<file path="config.mk">
export PLATFORM = sky130hd
export DESIGN_NAME = pipeline_ctrl
export DESIGN_NICKNAME = d
export VERILOG_FILES = /design/src/rtl/pipeline_ctrl.sv
export SDC_FILE = /design/constraint.sdc
export NUM_CORES = 1
export LEC_CHECK = 0
export CORE_MARGIN = 5
export CORE_UTILIZATION = 44
export DETAILED_ROUTE_END_ITERATION = 8
export GPL_TIMING_DRIVEN = 1
export PLACE_DENSITY = 0.77
export SLEW_MARGIN = 20
export SYNTH_ARGS = -nofsm -noshare
export SYNTH_HDL_FRONTEND = slang
export SYNTH_SLANG_ARGS = --single-unit
</file>
<file path="constraint.sdc">
create_clock -name CLK -period 2.2 [get_ports CLK]
set_clock_uncertainty 0.05 [all_clocks]
set_input_delay 0.44 -clock CLK [delete_from_list [all_inputs] [get_ports CLK]]
set_output_delay 0.44 -clock CLK [all_outputs]
set_load 0.01 [all_outputs]
</file>
<file path="src/rtl/pipeline_ctrl.sv">
// Pipeline hazard/stall controller: a RUN/DWAIT/HALTED FSM with Mealy write-enable and flush
// outputs, plus saturating stall and flush event counters.
module pipeline_ctrl #(
    parameter int unsigned CNT_W = 32
) (
    input  logic             CLK,
    input  logic             RST,
    input  logic             ihit,
    input  logic             dhit,
    input  logic             mem_DRE,
    input  logic             mem_DWE,
    input  logic             mem_brtaken,
    input  logic             ex_DRE,
    input  logic [4:0]       ex_rt,
    input  logic [4:0]       id_rsel1,
    input  logic [4:0]       id_rsel2,
    input  logic             wb_HALT,
    output logic             pc_W,
    output logic             ifid_W,
    output logic             idex_W,
    output logic             exmem_W,
    output logic             memwb_W,
    output logic             ifid_RST,
    output logic             idex_RST,
    output logic             exmem_RST,
    output logic             memwb_RST,
    output logic             halted,
    output logic [CNT_W-1:0] stall_cnt,
    output logic [CNT_W-1:0] flush_cnt
);

    typedef enum logic [1:0] {StRun, StDwait, StHalted} state_e;

    state_e           state_q, state_d;
    logic [CNT_W-1:0] stall_q, flush_q;
    logic             dmiss, luhaz, stall_inc, flush_inc;

    assign dmiss = (mem_DRE | mem_DWE) & ~dhit;
    assign luhaz = ex_DRE && (ex_rt != 5'd0) && ((ex_rt == id_rsel1) || (ex_rt == id_rsel2));

    always_ff @(posedge CLK) begin
        if (RST) begin
            state_q <= StRun;
        end else begin
            state_q <= state_d;
        end
    end

    always_comb begin
        state_d = state_q;
        unique case (state_q)
            StRun, StDwait: begin
                if (wb_HALT) begin
                    state_d = StHalted;
                end else if (dmiss) begin
                    state_d = StDwait;
                end else begin
                    state_d = StRun;
                end
            end
            StHalted: state_d = StHalted;
            default:  state_d = StRun;
        endcase
    end

    // DWAIT shares RUN's output decode: a persisting miss re-asserts the freeze, dhit releases it.
    always_comb begin
        pc_W      = 1'b1;
        ifid_W    = 1'b1;
        idex_W    = 1'b1;
        exmem_W   = 1'b1;
        memwb_W   = 1'b1;
        ifid_RST  = 1'b0;
        idex_RST  = 1'b0;
        exmem_RST = 1'b0;
        memwb_RST = 1'b0;
        halted    = 1'b0;
        if (RST) begin
            pc_W      = 1'b0;
            ifid_W    = 1'b0;
            idex_W    = 1'b0;
            exmem_W   = 1'b0;
            memwb_W   = 1'b0;
            ifid_RST  = 1'b1;
            idex_RST  = 1'b1;
            exmem_RST = 1'b1;
            memwb_RST = 1'b1;
        end else if (state_q == StHalted) begin
            pc_W    = 1'b0;
            ifid_W  = 1'b0;
            idex_W  = 1'b0;
            exmem_W = 1'b0;
            memwb_W = 1'b0;
            halted  = 1'b1;
        end else if (dmiss) begin
            pc_W      = 1'b0;
            ifid_W    = 1'b0;
            idex_W    = 1'b0;
            exmem_W   = 1'b0;
            memwb_RST = 1'b1;
        end else if (mem_brtaken) begin
            ifid_RST  = 1'b1;
            idex_RST  = 1'b1;
            exmem_RST = 1'b1;
        end else if (luhaz) begin
            pc_W     = 1'b0;
            ifid_W   = 1'b0;
            idex_RST = 1'b1;
        end else if (!ihit) begin
            pc_W     = 1'b0;
            ifid_RST = 1'b1;
        end
    end

    assign stall_inc = !pc_W && (state_q != StHalted);
    assign flush_inc = (ifid_RST | idex_RST | exmem_RST | memwb_RST) && !RST;

    always_ff @(posedge CLK) begin
        if (RST) begin
            stall_q <= '0;
            flush_q <= '0;
        end else begin
            if (stall_inc && (stall_q != {CNT_W{1'b1}})) begin
                stall_q <= stall_q + CNT_W'(1);
            end
            if (flush_inc && (flush_q != {CNT_W{1'b1}})) begin
                flush_q <= flush_q + CNT_W'(1);
            end
        end
    end

    assign stall_cnt = stall_q;
    assign flush_cnt = flush_q;

endmodule

</file>
==> results of run 1 <==
## registers in the layout, indices dropped and copies added (netlist names)
register	cells
flush_cnt	32
stall_cnt	32
state_q	2
## cell families (layout without fill, tap and decap cells)
kind of cell | count (synthesis) | in the layout | share of synthesized area [%]
and+or+nand+nor | 205 | 205 | 33.07
AOI/OAI and AO/OA | 124 | 124 | 21.19
DFF | 66 | 66 | 36.26
buffers and inverters | 29 | 208 | 3.709
xor gates and xnor gates | 11 | 11 | 2.644
muxes | 8 | 8 | 2.438
adders and majority gates | 2 | 2 | 0.6867
other | 0 | 1 | 0
## through the flow
step | hold WS (ns) | instance area (um2) | worst slack, ns
6_report | 0.4347 | 5873 | -0.1007
2_1_floorplan | 0.3776 | 3676 | -0.07407
4_1_cts | 0.4158 | 5570 | -0.1122
3_5_place_dp | 0.4031 | 5218 | -0.9340
3_3_place_gp | 0.3847 | 5218 | -0.8773
5_1_grt | 0.4482 | 5871 | -0.1240
## how the worst max path moves through the flow
stage / start / endpoint / slack (ns) / depth (start not counted)
global route: ex_rt[3] / pc_W / -0.12 / 7
finish: ex_rt[3] / pc_W / -0.10 / 7
detailed placement: ex_rt[2] / pc_W / -0.93 / 9
floorplan: ex_rt[1] / flush_cnt[1]$_SDFFE_PP0P_ / -0.07 / 7
global placement: ex_rt[1] / pc_W / -0.88 / 7
CTS: state_q[0]$_SDFF_PP0_ / exmem_RST / -0.11 / 5
## layer usage
metal	GRT usage (%)	up-vias	wire length, um
met3	4.221	40	806
met2	39.70	189	6350
met4	10.94	0	372
li1	-	2059	-
met1	26.35	2059	4894
met5	0	-	0
## what timing repair did
action | 4_1_cts | 5_1_grt
buffers inserted | 9 | 6
setup endpoints to repair | 73 | 60
pin swaps | 26 | 23
resized for setup | 89 | 74
gates cloned | 1 | 3
## worst max-delay path: stages
cell,delay (ns)
buf_6,0.10
or4_1,0.50
o21a_1,0.23
nand2_2,0.11
o21a_1,0.16
nor2b_4,0.15
buf_6,0.11
## cell usage in the layout (no fill, tap or decap), types with 13 or more instances in the layout
master / netlist / final
o31ai_1: 16 / 13
or3_1: 33 / 31
clkdlybuf4s50_1: 0 / 66
nand4_1: 24 / 24
a21oi_2: 0 / 13
buf_4: 1 / 73
dfxtp_1: 66 / 63
buf_6: 2 / 13
nand2_1: 25 / 24
nand3_1: 25 / 24
o21ai_0: 33 / 26
nor2_1: 17 / 15
a21oi_1: 48 / 35
## cell type report
class	instances	share of cell area, %
Clock buffer	11	2.407
Inverter	4	0.2556
Clock inverter	5	1.321
Antenna cell	1	0.04261
Tap cell	105	2.237
Multi-Input combinational cell	350	41.65
Timing Repair Buffer	188	29.53
Sequential cell	66	22.56
## report_power, final
group | leakage, nW | switching [W] | internal, W
logic | 1.54 | 0.000271 | 0.000292
clock network | 0.109 | 0.000485 | 0.000666
registers | 0.534 | 0.0000156 | 0.00121
==> metrics, run 1 <==
outcome complete, but fails checks; failing checks negative setup slack; peak supply drop 0.3237 mV; CP Max Fanout 3; CTS Buf Count 9; Core ar. 8134 um2; synth cell count leaders dfxtp_1, a21oi_1, o21ai_0, or3_1; top-area cell type share of the netlist area 36.26%; R2R Path Start flush_cnt[4]$_SDFFE_PP0P_; # rows 33; worst reg2reg path depth 8; Initial Utilization 44.79%; hold path depth 1; hold crit path type register to register; layout cells sized above 1 30.77%; PwrDens 501.1 nW/um2; Die X 101 um; first-pass iteration count of the detailed router 7; maximum clock path buffer count 2; clock latency on the worst-skew pair 0.36 ns; fill count 611; fmax 434.6 MHz; Final Hold Fails 0; Max Slew Vio Count 0; Antenna Nets Post-Route 0; Routed wire per std cell 17.02 um; clk root buf clkbuf_8; unrepaired setup endpoints after global routing true; Nets 645; Crit. End Element output pin; register area share after synthesis 36.26%; pin count of the biggest net entering global routing 30; worst path arrival time 1.81 ns; Netlist cell types 47; first-pass GRT wire length 18.80 mm; fin crit share 104.6%; dominant synthesized flop cell dfxtp_1; grt ovf 0; hold buffer count at cts 0; DP Wirelength 8.385 mm; DR iter-0 viols 173; CTS clk-pin slew, worst paths 0.07 ns; TritonCTS clock tree yes; max_cap viols 0; top post-synthesis cells by area dfxtp_1, a21oi_1, or3_1, o21ai_0, nand4_1; min Tclk post-route 2.301 ns; Leak 2.180 nW; Syn Nets 471; Placed Cells 695; Worst-Margin Slew 0.3543 ns; Via density 5.955; Crit Reg-Reg Endpoint flush_cnt[8]$_SDFFE_PP0P_; Tot Pwr 0.002943 W; fraction of registers with async set/reset 0%; area leader, netlist dfxtp_1; final cell count without fillers 730; Routability Congestion 0.9103; IO buf count 97; area of the multi-input gates 2446 um2; R2R Setup Slk -0.01 ns; Slew HR 76.18%; clk sink count 66; final setup violation count 5; Post-synth EDFFs 0; Area growth syn-to-layout 61.19%; Yosys reg bits 66; register area 1325 um2; IO Pins 98; synthesized area 3643 um2; H-tree levels 3; Hold Path End state_q[0]$_SDFF_PP0_; Via Count 4,347; antenna violations before repair 1; Die H 101 um; startpoint types primary input; vias in the first global route 4,097; kind of critical path primary input to output pin; Core Util, Final 72.20%; overall routing resource usage 22.64%; final WL 12.42 mm; Final WS setup -0.1007 ns; Syn Area/Cell 8.188 um2; setup tns final -0.1912 ns; die footprint 10,200 um2; # DRC 0; Post-Syn Instances 445; hold path start state_q[1]$_SDFF_PP0_; most common cell in the netlist dfxtp_1; CP Data Required Time 1.71 ns; Synth warnings 0
(Power assumes the default switching activity.)
==> run 2: changes to the inputs <==
Settings changed: TNS_END_PERCENT from default to 10.
==> metrics, run 2 (synthesis results as in run 1) <==
number of buffers and inverters on the critical path 3 (was 2); most common cell after layout, fill and taps aside buf_4 (unchanged); Leak 2.102 nW (was 2.180 nW); Final Hold Fails 0 (unchanged); CTS clk-pin slew, worst paths 0.07 ns (about the same); final hold slack 0.4132 ns (was 0.4347 ns); final cell count without fillers 722 (was 730); CTS Buf Count 9 (unchanged); PwrDens 467.7 nW/um2 (was 501.1 nW/um2); CP most frequent cell buf_6; number of antenna diodes 0 (was 1); Via density 5.891 (was 5.955); first-pass iteration count of the detailed router 5 (was 7); fin crit share 103.4% (was 104.6%); startpoint types primary input (unchanged); layout cells sized above 1 25.77% (was 30.77%); maximum clock path buffer count 2 (unchanged); net switching power 0.0007208 W (was 0.0007721 W); die footprint 10,200 um2 (unchanged); CP Cell Sequence buf_6 > or4_4 > o21a_1 > nand2_2 > buf_6 > a41o_1 > buf_2 (was buf_6 > or4_1 > o21a_1 > nand2_2 > o21a_1 > nor2b_4 > buf_6); clk root buf clkbuf_8 (unchanged); CP Data Required Time 1.71 ns (about the same); unrepaired setup endpoints after global routing true (unchanged); CP max stage delay 0.52 ns (was 0.50 ns); hold crit path type primary input to register (was register to register); Antenna Nets Post-Route 0 (unchanged); Core ar. 8134 um2 (unchanged); Routability Congestion 0.8784 (was 0.9103); Nets 638 (was 645); # rows 33 (unchanged); crit-path leading delay family simple AND/OR/NAND/NOR gates (unchanged); overall routing resource usage 23.25% (was 22.64%); vias in the first global route 4,206 (was 4,097); Crit. End Element output pin (unchanged); grt ovf 0 (unchanged); antenna violations before repair 0 (was 1); max_cap viols 0 (unchanged); clock latency on the worst-skew pair 0.34 ns (was 0.36 ns); Die X 101 um (unchanged); Die H 101 um (unchanged); outcome complete, but fails checks (unchanged); H-tree levels 3 (unchanged); Worst-Margin Slew 0.7367 ns (was 0.3543 ns); internal power 0.001924 W (was 0.002171 W); Via Count 4,253 (was 4,347); DP Wirelength 8.410 mm (was 8.385 mm); Initial Utilization 44.79% (unchanged); fmax 439.4 MHz (was 434.6 MHz); peak supply drop 0.4038 mV (was 0.3237 mV); worst path arrival time 1.79 ns (was 1.81 ns); TritonCTS clock tree yes (unchanged); Comb power frac 20.2% (was 19.2%); final WL 12.07 mm (was 12.42 mm); first-pass GRT wire length 19.45 mm (was 18.80 mm); # DRC 0 (unchanged); CP max-delay cell or4_4 (was or4_1); min Tclk post-route 2.276 ns (was 2.301 ns); fill count 650 (was 611); CP Max Fanout 3 (unchanged); sw frac 27.25% (was 26.23%); Clock Power Share 33.4% (was 39.1%); failing checks negative setup slack (unchanged); Placed Cells 697 (was 695); Max Slew Vio Count 0 (unchanged); IO buf count 97 (unchanged); Seq pwr share 46.3% (was 41.7%); setup tns final -0.5186 ns (was -0.1912 ns); final setup violation count 19 (was 5); Routed wire per std cell 16.71 um (was 17.02 um); Slew HR 50.88% (was 76.18%); pin count of the biggest net entering global routing 64 (was 30); Area growth syn-to-layout 55.19% (was 61.19%); Final WS setup -0.07589 ns (was -0.1007 ns); clk sink count 66 (unchanged); kind of critical path primary input to output pin (unchanged); IO Pins 98 (unchanged); DR iter-0 viols 145 (was 173); most frequent cells in the layout buf_4, dfxtp_1, clkdlybuf4s50_1 (was buf_4, clkdlybuf4s50_1, dfxtp_1)
## run 2: changes by cell type in the layout (fill, tap and decap cells not counted), sizes merged, moves of 2 or more
cell / change
buf: -4
dlygate4sd2: +2
dlymetal6s2s: -3
bufinv: -2
## run 2: what timing repair did
item,4_1_cts,5_1_grt
hold buffers,0,0
setup endpoints to repair,73,49
buffers inserted,6,1
pin swaps,28,35
gates resized for setup,94,40
cloned,2,0
## run 2: stage by stage
step	utilization [%]	instance area, um2	total power [W]	worst slack, ns
after detailed placement	64.34	5234	0.001705	-0.8521
after floorplan	-	3643	0.001450	-0.07407
final	69.51	5654	0.002645	-0.07589
after global placement	64.34	5234	0.001689	-0.8078
after CTS	68.05	5535	0.002644	-0.1932
after global routing	69.51	5654	0.002757	-0.1383
## run 2: path summary, 6_finish.rpt
| kind | from | end | slack [ns] | depth (start not counted) |
|---|---|---|---|---|
| setup / recovery | ex_rt[3] | ifid_RST | -0.08 | 7 |
| hold / removal | RST | state_q[1]$_SDFF_PP0_ | 0.41 | 3 |
| setup reg to reg | stall_cnt[0]$_SDFFE_PP0P_ | stall_cnt[25]$_SDFFE_PP0P_ | 0.01 | 8 |
| hold reg to reg | state_q[1]$_SDFF_PP0_ | state_q[0]$_SDFF_PP0_ | 0.43 | 1 |
## run 2: area by class of cell
class	count	area (um2)	area share [%]
Tap cell	105	131.4	2.324
Clock inverter	3	15.01	0.2655
Inverter	4	15.01	0.2655
Timing Repair Buffer	181	1682	29.74
Clock buffer	13	148.9	2.633
Multi-Input combinational cell	350	2341	41.40
Sequential cell	66	1321	23.37
## run 2: per-layer routing
| layer | vias up | track usage, % | wire length, um |
|---|---|---|---|
| li1 | 2054 | - | - |
| met1 | 2025 | 28.37 | 5055 |
| met2 | 148 | 40.15 | 6009 |
| met3 | 26 | 5.052 | 717 |
| met4 | 0 | 8.282 | 282 |
| met5 | - | 0 | 0 |
## run 2: tightest hold or removal path, cell delays in order
cell,delay (ns)
buf_2,0.14
buf_4,0.14
a21oi_1,0.04
## run 2: power by group through the flow
stage / Clock [W] / Sequential, W / Combinational (W)
2_1_floorplan: 0 / 0.00126 / 0.000188
3_3_place_gp: 0 / 0.00125 / 0.000437
3_5_place_dp: 0 / 0.00125 / 0.000453
4_1_cts: 0.000907 / 0.00123 / 0.000512
5_1_grt: 0.000960 / 0.00123 / 0.000570
6_report: 0.000884 / 0.00123 / 0.000535
==> run 3: changes to the inputs <==
Settings changed: TNS_END_PERCENT 10 to default.
==> results of run 3 <==
Final layout, timing and power as in run 1 (identical DEF).
